<file path="config.mk">
export PLATFORM = sky130hd
export DESIGN_NAME = fpu_config_loader_flat
export DESIGN_NICKNAME = d
export VERILOG_FILES = /design/src/rtl/fpu_cfg_pkg.sv /design/src/rtl/fpu_config_loader_if.sv /design/src/rtl/fpu_mmio_reader.sv /design/src/rtl/fpu_config_loader.sv /design/src/flat_wrapper.sv
export SDC_FILE = /design/constraint.sdc
export NUM_CORES = 1
export LEC_CHECK = 0
export CORE_MARGIN = 2
export CORE_UTILIZATION = 55
export DETAILED_ROUTE_END_ITERATION = 12
export DONT_BUFFER_PORTS = 1
export PLACE_DENSITY_LB_ADDON = 0.12
export SETUP_SLACK_MARGIN = 0.2
export SYNTH_ARGS = -nofsm -noshare
export SYNTH_HDL_FRONTEND = slang
export SYNTH_HIERARCHICAL = 1
export SYNTH_SLANG_ARGS = --single-unit
</file>
<file path="constraint.sdc">
create_clock -name clk -period 3.7 [get_ports clk]
set_clock_uncertainty 0.05 [all_clocks]
set_input_delay 0.185 -clock clk [delete_from_list [all_inputs] [get_ports clk]]
set_output_delay 0.185 -clock clk [all_outputs]
set_load 0.02 [all_outputs]
</file>
<file path="src/rtl/fpu_cfg_pkg.sv">
// Shared definitions for the FPU configuration loader: register map,
// loader states, error codes and filter word sizing.
package fpu_cfg_pkg;

    localparam logic [31:0] OFF_DIMS     = 32'h000;
    localparam logic [31:0] OFF_START    = 32'h020;
    localparam logic [31:0] OFF_FILTER   = 32'h040;
    localparam logic [31:0] OFF_RESULT   = 32'h100;
    localparam logic [31:0] OFF_STARTSIG = 32'h120;

    localparam logic [1:0] ERR_NONE     = 2'd0;
    localparam logic [1:0] ERR_TIMEOUT  = 2'd1;
    localparam logic [1:0] ERR_ZERO_DIM = 2'd2;
    localparam logic [1:0] ERR_WIDTH    = 2'd3;

    typedef enum logic [2:0] {
        ST_IDLE,
        ST_GAP,
        ST_LOAD,
        ST_CHECK,
        ST_ACTIVE,
        ST_RELEASE,
        ST_REL_GAP
    } state_e;

    // Four signed coefficients are packed per 32-bit word.
    function automatic int filter_word_count(input int k);
        return (k * k + 3) / 4;
    endfunction

endpackage

</file>
<file path="src/rtl/fpu_config_loader_if.sv">
// Mapped-memory read bus between the configuration loader and the
// register window.
interface fpu_config_loader_if;
    logic [31:0] address_mem;
    logic        rd_req_mem;
    logic [31:0] data_mem;
    logic        mapped_data_valid;

    modport master (
        output address_mem,
        output rd_req_mem,
        input  data_mem,
        input  mapped_data_valid
    );

    modport slave (
        input  address_mem,
        input  rd_req_mem,
        output data_mem,
        output mapped_data_valid
    );
endinterface

</file>
<file path="src/rtl/fpu_mmio_reader.sv">
// Single outstanding mapped-memory read with a response timeout.
// rd_done / rd_timeout are same-cycle indications; the request drops on the next edge.
module fpu_mmio_reader #(
    parameter logic [31:0] RESET_ADDR = 32'h1000_0120,
    parameter int          TIMEOUT    = 1024
) (
    input  logic                       clk,
    input  logic                       rst,
    input  logic                       rd_start,
    input  logic [31:0]                rd_addr,
    fpu_config_loader_if.master        mem,
    output logic [31:0]                rd_data,
    output logic                       rd_done,
    output logic                       rd_timeout,
    output logic                       rd_busy
);

    localparam int TW = $clog2(TIMEOUT + 1);

    logic [TW-1:0] wait_cnt;

    assign rd_busy    = mem.rd_req_mem;
    assign rd_data    = mem.data_mem;
    // A strobe while no request is outstanding never counts as a response.
    assign rd_done    = mem.rd_req_mem && mem.mapped_data_valid;
    assign rd_timeout = mem.rd_req_mem && !mem.mapped_data_valid &&
                        (wait_cnt == TW'(TIMEOUT - 1));

    always_ff @(posedge clk) begin
        if (rst) begin
            mem.rd_req_mem  <= 1'b0;
            mem.address_mem <= RESET_ADDR;
            wait_cnt        <= '0;
        end else if (!mem.rd_req_mem) begin
            wait_cnt <= '0;
            if (rd_start) begin
                mem.rd_req_mem  <= 1'b1;
                mem.address_mem <= rd_addr;
            end
        end else if (rd_done || rd_timeout) begin
            mem.rd_req_mem <= 1'b0;
        end else begin
            wait_cnt <= wait_cnt + 1'b1;
        end
    end

endmodule

</file>
<file path="src/rtl/fpu_config_loader.sv">
// Polls the FPU start register, fetches and validates the frame configuration
// (dims, addresses, KERNEL_DIM x KERNEL_DIM filter) and holds it for the controller.
module fpu_config_loader
    import fpu_cfg_pkg::*;
#(
    parameter int          KERNEL_DIM = 3,
    parameter int          MAX_WIDTH  = 1920,
    parameter logic [31:0] MMIO_BASE  = 32'h1000_0000,
    parameter int          POLL_GAP   = 8,
    parameter int          TIMEOUT    = 1024
) (
    input  logic                     clk,
    input  logic                     rst,
    fpu_config_loader_if.master      mem,
    input  logic                     frame_done,
    output logic [15:0]              image_width,
    output logic [15:0]              image_height,
    output logic [31:0]              start_address,
    output logic [31:0]              result_address,
    output logic signed [7:0]        filter [KERNEL_DIM*KERNEL_DIM],
    output logic                     load_config_done,
    output logic                     config_valid,
    output logic                     cfg_error,
    output logic [1:0]               err_code
);

    localparam int KK        = KERNEL_DIM * KERNEL_DIM;
    localparam int NWORDS    = filter_word_count(KERNEL_DIM);
    localparam int LAST_WORD = 3 + NWORDS - 1;
    localparam int WCW       = 6;
    localparam int GW        = $clog2(POLL_GAP + 1);

    state_e          state_q, state_d;
    logic [WCW-1:0]  word_cnt;
    logic [WCW-1:0]  fword;
    logic [GW-1:0]   gap_cnt;
    logic            rd_start;
    logic [31:0]     rd_addr;
    logic [31:0]     word_addr;
    logic [31:0]     rd_data;
    logic            rd_done;
    logic            rd_timeout;
    logic            rd_busy;
    logic            dim_zero;
    logic            too_wide;

    fpu_mmio_reader #(
        .RESET_ADDR (MMIO_BASE + OFF_STARTSIG),
        .TIMEOUT    (TIMEOUT)
    ) u_reader (
        .clk        (clk),
        .rst        (rst),
        .rd_start   (rd_start),
        .rd_addr    (rd_addr),
        .mem        (mem),
        .rd_data    (rd_data),
        .rd_done    (rd_done),
        .rd_timeout (rd_timeout),
        .rd_busy    (rd_busy)
    );

    // Word sequence: DIMS, START, RESULT, then the filter words in order.
    assign fword = word_cnt - WCW'(3);

    always_comb begin
        case (word_cnt)
            WCW'(0): word_addr = MMIO_BASE + OFF_DIMS;
            WCW'(1): word_addr = MMIO_BASE + OFF_START;
            WCW'(2): word_addr = MMIO_BASE + OFF_RESULT;
            default: word_addr = MMIO_BASE + OFF_FILTER + {24'd0, fword, 2'b00};
        endcase
    end

    assign dim_zero = (image_width == 16'd0) || (image_height == 16'd0);
    assign too_wide = {16'd0, image_width} > 32'(MAX_WIDTH);

    always_ff @(posedge clk) begin
        if (rst) begin
            state_q <= ST_IDLE;
        end else begin
            state_q <= state_d;
        end
    end

    always_comb begin
        state_d  = state_q;
        rd_start = 1'b0;
        rd_addr  = MMIO_BASE + OFF_STARTSIG;
        case (state_q)
            ST_IDLE: begin
                rd_start = !rd_busy;
                if (rd_done) state_d = rd_data[0] ? ST_LOAD : ST_GAP;
            end
            ST_GAP: begin
                if (gap_cnt == GW'(POLL_GAP - 1)) state_d = ST_IDLE;
            end
            ST_LOAD: begin
                rd_start = !rd_busy;
                rd_addr  = word_addr;
                if (rd_done && word_cnt == WCW'(LAST_WORD)) state_d = ST_CHECK;
            end
            ST_CHECK: begin
                state_d = (dim_zero || too_wide) ? ST_RELEASE : ST_ACTIVE;
            end
            ST_ACTIVE: begin
                if (frame_done) state_d = ST_RELEASE;
            end
            // Start must be seen low before the loader re-arms.
            ST_RELEASE: begin
                rd_start = !rd_busy;
                if (rd_done) state_d = rd_data[0] ? ST_REL_GAP : ST_IDLE;
            end
            ST_REL_GAP: begin
                if (gap_cnt == GW'(POLL_GAP - 1)) state_d = ST_RELEASE;
            end
            default: state_d = ST_IDLE;
        endcase
        if (rd_timeout) state_d = ST_RELEASE;
    end

    always_ff @(posedge clk) begin
        if (rst) begin
            word_cnt <= '0;
            gap_cnt  <= '0;
        end else begin
            if (state_q != ST_LOAD) word_cnt <= '0;
            else if (rd_done)       word_cnt <= word_cnt + 1'b1;
            gap_cnt <= (state_q == ST_GAP || state_q == ST_REL_GAP) ? gap_cnt + 1'b1 : '0;
        end
    end

    always_ff @(posedge clk) begin
        if (rst) begin
            image_width      <= '0;
            image_height     <= '0;
            start_address    <= '0;
            result_address   <= '0;
            load_config_done <= 1'b0;
            config_valid     <= 1'b0;
            cfg_error        <= 1'b0;
            err_code         <= ERR_NONE;
            for (int i = 0; i < KK; i++) filter[i] <= '0;
        end else begin
            load_config_done <= 1'b0;
            cfg_error        <= 1'b0;
            if (state_q == ST_IDLE && rd_done && rd_data[0]) err_code <= ERR_NONE;
            if (state_q == ST_LOAD && rd_done) begin
                case (word_cnt)
                    WCW'(0): {image_width, image_height} <= rd_data;
                    WCW'(1): start_address  <= rd_data;
                    WCW'(2): result_address <= rd_data;
                    default: begin
                        // Byte lanes beyond the last coefficient fall outside the loop.
                        for (int i = 0; i < KK; i++) begin
                            if (WCW'(i / 4) == fword) filter[i] <= $signed(rd_data[31 - 8 * (i % 4) -: 8]);
                        end
                    end
                endcase
            end
            if (state_q == ST_CHECK) begin
                if (dim_zero) begin
                    err_code  <= ERR_ZERO_DIM;
                    cfg_error <= 1'b1;
                end else if (too_wide) begin
                    err_code  <= ERR_WIDTH;
                    cfg_error <= 1'b1;
                end else begin
                    load_config_done <= 1'b1;
                    config_valid     <= 1'b1;
                end
            end
            if (state_q == ST_ACTIVE && frame_done) config_valid <= 1'b0;
            if (rd_timeout) begin
                err_code  <= ERR_TIMEOUT;
                cfg_error <= 1'b1;
            end
        end
    end

endmodule

</file>
<file path="src/flat_wrapper.sv">
// flat-port wrapper written by rule: the top's interface ports become plain ports
module fpu_config_loader_flat import fpu_cfg_pkg::*;
#(
    parameter int          KERNEL_DIM = 3,
    parameter int          MAX_WIDTH  = 1920,
    parameter logic [31:0] MMIO_BASE  = 32'h1000_0000,
    parameter int          POLL_GAP   = 8,
    parameter int          TIMEOUT    = 1024
)
  (clk, rst, frame_done, image_width, image_height, start_address, result_address, filter, load_config_done, config_valid, cfg_error, err_code, mem_address_mem, mem_rd_req_mem, mem_data_mem, mem_mapped_data_valid);
  fpu_config_loader_if mem_i ();
  input  logic clk;
  input  logic rst;
  input  logic frame_done;
  output logic [15:0] image_width;
  output logic [15:0] image_height;
  output logic [31:0] start_address;
  output logic [31:0] result_address;
  output logic signed [7:0] filter[KERNEL_DIM*KERNEL_DIM];
  output logic load_config_done;
  output logic config_valid;
  output logic cfg_error;
  output logic [1:0] err_code;
  output wire logic [$bits(mem_i.address_mem)-1:0] mem_address_mem;
  output wire logic [$bits(mem_i.rd_req_mem)-1:0] mem_rd_req_mem;
  input wire logic [$bits(mem_i.data_mem)-1:0] mem_data_mem;
  input wire logic [$bits(mem_i.mapped_data_valid)-1:0] mem_mapped_data_valid;
  assign mem_address_mem = mem_i.address_mem;
  assign mem_rd_req_mem = mem_i.rd_req_mem;
  assign mem_i.data_mem = mem_data_mem;
  assign mem_i.mapped_data_valid = mem_mapped_data_valid;
  fpu_config_loader #(.KERNEL_DIM(KERNEL_DIM), .MAX_WIDTH(MAX_WIDTH), .MMIO_BASE(MMIO_BASE), .POLL_GAP(POLL_GAP), .TIMEOUT(TIMEOUT)) u_core (.clk(clk), .rst(rst), .mem(mem_i), .frame_done(frame_done), .image_width(image_width), .image_height(image_height), .start_address(start_address), .result_address(result_address), .filter(filter), .load_config_done(load_config_done), .config_valid(config_valid), .cfg_error(cfg_error), .err_code(err_code));
endmodule
</file>
Yosys cells after proc, flatten, opt, wreduce, memory -nomap -nowiden
Index checks and enable logic that the tools add are counted.

storage, ports and cells
  register bits after elaboration = 230
  bits of input ports = 36
  output and inout bits = 206

cells by class
  add/sub/neg operators = 5
  $lt $le $gt $ge = 1
  equality and inequality tests = 26
  mux-type cells = 27
  bitwise operators = 6
  reduce and logical (&&, ||, !) cells = 37

operators by type and width
  kind                                                                               count
  32-bit case mux with 3 select lines                                                1
  16-bit zero test                                                                   2
  32-bit two-way mux                                                                 1
  29-bit by 8-bit adder with 30-bit output, first input constant                     1
  3-bit two-way mux                                                                  8
  3-bit case mux with 7 select lines                                                 1
  3-bit by 2-bit inequality test with 1-bit output, second input constant            6
  16-bit by 11-bit greater-than comparator with 1-bit output, second input constant  1
  6-bit zero test                                                                    2
  3-bit AND reduction                                                                4
  6-bit AND reduction                                                                2
  11-bit by 1-bit adder with 11-bit output, second input constant                    1
  11-bit by 10-bit == test with 1-bit output, second input constant                  1
  1-bit two-way mux                                                                  11
  2-bit two-way mux                                                                  5
  2-bit by 1-bit inequality test with 1-bit output, second input constant            5
  2-bit OR reduction                                                                 5
  3-bit == test, second input constant                                               3
  3-bit OR reduction                                                                 3
  1-bit logical AND                                                                  8
  2-bit AND reduction                                                                4
  6-bit by 1-bit adder with 6-bit output, second input constant                      1
  1-bit by 6-bit == test with 1-bit output, first input constant                     1
  2-bit by 6-bit == test with 1-bit output, first input constant                     1
  14 further kinds                                                                   24

Longest topological paths before layout
  word-level depth = 8
  depth in mapped cells = 12
  mapped depth without buffers = 9

Modules after synthesis
Netlist, hierarchy kept.

by module, submodules not included
  module             times used  cells an instance  area an instance (um2)  sequential area each (um2)
  fpu_config_loader  1           862                7,400.8                 3,723.6
  fpu_mmio_reader    1           243                1,973.1                 880.8

Worst setup path after synthesis
No wires, ideal clock.

  path type = reg-to-reg
  from = register u_core.word_cnt[0]
  to = register u_core/filter[46] in the netlist's numbering
  data arrival time = 2,450 ps
  required time = 3,578 ps
  setup slack = 1,128 ps
  stages on the path, launching flop included = 13
  buffers on the path = 3
  clock period less this slack = 2,572 ps
  cells stage by stage = dfxtp_1 > ha_1 > buf_2 > nor3_1 > xor2_1 > inv_1 > ha_1 > and2b_1 > o2111a_1 > o21ai_1 > buf_4 > buf_6 > mux2i_1

on the way
  word-level cells in the longest chain between the ends = 4
  elaborated cells on any way between the ends = 8
  classes of those cells = add/sub (1); eq/ne (2); bitwise (1); reduce/logical (4)

RTL lines
  item                                                                                                 line                      RTL
  from (decl)                                                                                          fpu_config_loader.sv:34   logic [WCW-1:0] word_cnt;
  from (signal assigned)                                                                               fpu_config_loader.sv:127  else if (rd_done) word_cnt <= word_cnt + 1'b1;
  parallel branches: the longest is 3 deep, another holds 6-bit by 2-bit subtractor with 6-bit output  --
  3-bit AND reduction (no source line) *                                                               --
  to (signal, indexed assignment)                                                                      fpu_config_loader.sv:155  if (WCW'(i / 4) == fword) filter[i] <= $signed(rd_data[31 - 8 * (i % 4) -: 8]);
  to (decl)                                                                                            fpu_config_loader.sv:20   output logic signed [7:0] filter [KERNEL_DIM*KERNEL_DIM],

Every way passes the cells marked *.
A chain may end at the register's enable or synchronous reset.

Final worst setup path
  from = register u_core.word_cnt[0]
  to = register u_core/filter[53] in the netlist's numbering

The elaborated chain is that of the path after synthesis.

==> flow_summary.toml <==
[global_routing]
antenna_found_initial = 0
grt_use_total_pct = 25.3
grt_pass1_wl_microns = 36900
grt_start_max_net_pins = 138
overflow = 0
grt_pass1_vias = 6650

[floorplanning]
dieArea_sq_um = 18100
fp.dieW_microns = 135
coreArea_sq_um = 16600
die_h_microns = 135
rows = 47
ios = 242
initial_core_util_pct = 56.3

[min_path]
holdPathStages = 2
hold_class = "primary input to flop"
whs_endpoint = "u_core/u_reader/wait_cnt[3]"
min_from = "rst"

[yosys]
syn-cell-area_sq_um = 9370
synth_xor_area_share_pct = 1.03
synth_compound_area_share_pct = 11.8
ys_types = 69
yosysWarningCount = 6
synth_common_cells = "373 x nand2_1, 230 x dfxtp_1, 138 x a21oi_1"
synth_mux_area_share_pct = 7.90
avgSynthCellArea_sq_um = 8.48
netlist_top_cells_area = "dfxtp_1 49%, nand2_1 15%, mux2i_1 7.9%, a21oi_1 7.4%, buf_4 2.8%"
synth-simple-area-share_pct = 21.7
yosys.area.top_type = "dfxtp_1"
synth_top_area_share_pct = 49.1
yosysSeqAreaShare_pct = 49.1
synthArstFlopShare_pct = 0
synthAdderAreaFrac_pct = 1.33
synth_top_family_by_area = "simple AND/OR/NAND/NOR gates"
ys_ff_latch = 230
synth_edf_count = 0
synthMostInstantiatedCell = "nand2_1"
synthCells = 1105
ys.flop_type = "dfxtp_1"

[timing]
post-route-period-util_pct = 83.4
slew_headroom_pct = 48.5
finalHoldViolCount = 0
drv_slew = 0
fmax_ghz = 0.324
worstMarginPinSlew_ns = 0.766
setup_viol = 0
tns_ns = 0
fin_crit_ns = 3.08
rsz0062_at_grt = "no"

[placement]
placed_cell_area_sq_um = 9290
io_buffers = 0
gp_congestion = 0.869
dp.final_hpwl_microns = 15800

[clock_network]
tritoncts = "done"
clock_sinks = 230
cts_buffers = 24
worstSkewPairLatency_ns = 0.51
htree_num_levels = 1
clk_pin_slew_ns = 0.06
cts_buffer_depth = 3
cts-root-buf = "clkbuf_16"
post_cts_buffers = 0

[setup_path]
slowest_stage = "dfxtp_1"
r2r_start = "u_core/word_cnt[0]"
start_kind = "flop"
crit_chain = "ha_1 -> nor3_1 -> xor2_1 -> inv_1 -> ha_1 -> and2b_1 -> o2111a_1 -> o21ai_4 -> buf_12 -> mux2i_1"
cpMostUsedCell = "ha_1"
cp.arrival_ns = 3.47
cp_max_fo = 19
rr_worst_depth = 10
timing.rr.end = "u_core/filter[53]"
cp.required_ns = 4.08
cp_slowest_stage_delay_ns = 0.56
path_class = "flop to flop"
endpoint_kind = "flop"
rrSetupSlack_ns = 0.62

[drt]
antenna_left = 0
viasPerCell = 5.39
vias = 7187
drtPass1Iterations = 5
finalWirelength_microns = 23800
route.detailed.drc = 0
routedWlPerCell_microns = 17.9
first_iter_violations = 520

[finish]
drive_gt1_share_pct = 6.74
fin_nets = 1142
synthToLayoutAreaGrowth_pct = 12.0
final_cell_area_sq_um = 10500

[power_and_ir_drop]
p_leak_nw = 4.03
ir_drop_uv = 327
powerDensity_nw_per_um2 = 523

[run]
drv_cap = 0

[run_status]
status = "finished clean"
## placed cells by master (no fill, tap or decap), types with 10 or more instances in the layout
cell           Yosys  final
nand3_1           12     12
dfxtp_1          230    230
conb_1             2     25
ha_1              10     10
dlygate4sd3_1      0     34
clkbuf_16          0     25
a21oi_1          138    138
nand2_1          373    373
mux2i_1           74     74
buf_4             35     14
nor2_1            22     22
inv_1             12     12
## worst max-delay path by stage
stage                  startpoint                 to
2_1_floorplan  u_core/word_cnt[0]  u_core/filter[46]
3_3_place_gp   u_core/word_cnt[0]  u_core/filter[44]
3_5_place_dp   u_core/word_cnt[0]  u_core/filter[52]
4_1_cts        u_core/word_cnt[0]  u_core/filter[52]
5_1_grt        u_core/word_cnt[0]  u_core/filter[54]
6_report       u_core/word_cnt[0]  u_core/filter[53]
## routing by layer
metal  track usage [%]  wire (microns)  vias up
met5                 0               0        -
met4              6.90             586        0
met3              9.72            2480       42
met2              40.1           10800      241
met1              32.6            9950     3307
li1                  -               -     3597
## power by group
part	switching, W	internal [W]
sequential	0.0000964	0.00253
clock	0.000965	0.00159
combinational	0.000206	0.000105
## logic make-up after synthesis
group	count (synthesis)
flops	230
simple gates	471
compound gates	185
other cells	2
xor+xnor	11
fa+ha+maj	10
mux	74
buf+inv	122
## layout make-up
type                    count  area (sq um)
inverters                  13          50.0
repair buffers             51           513
clock buffers              34           699
fillers                  1425          6140
clock inverters             8           143
diodes                      1          2.50
well taps                 220           275
multi-input cells         776          4210
flip-flops and latches    230          4600
## metrics by stage
stage	hold WS (ns)	util (%)	setup slack [ns]	std cells	total power (W)
after global routing	0.0553	63.1	0.423	1332	0.00569
after CTS	0.0265	63.1	0.613	1332	0.00554
after detailed placement	0.218	55.8	0.633	1255	0.00291
after floorplan	0.343	-	1.13	1128	0.00292
after global placement	0.219	55.8	0.763	1255	0.00291
final	0.0409	63.1	0.616	1333	0.00549
## state kept, by name (all words and copies together) (netlist names)
register	cells
u_core/cfg_error	1
u_core/config_valid	1
u_core/err_code	2
u_core/filter	72
u_core/gap_cnt	4
u_core/image_height	16
u_core/image_width	16
u_core/load_config_done	1
u_core/result_address	32
u_core/start_address	32
u_core/state_q	3
u_core/u_reader/mem.address_mem	32
u_core/u_reader/mem.rd_req_mem	1
u_core/u_reader/wait_cnt	11
u_core/word_cnt	6
## worst max-delay path: cells and delay by family, from the launching register on
family	cells	cell delay, ns
adder cells (fa/ha/maj)	2	0.68
AO/OA/AOI/OAI	2	0.60
XOR/XNOR	1	0.26
buffers and inverters	2	0.31
multiplexers	1	0.21
AND/OR/NAND/NOR	2	0.33
flip-flops	1	0.56
## timing repair
| item | 4_1_cts | 5_1_grt |
|---|---|---|
| hold endpoints to repair | 212 | 0 |
| gates resized for setup | 0 | 0 |
| hold buffers | 35 | 0 |
Power figures use the tool's default switching activity.
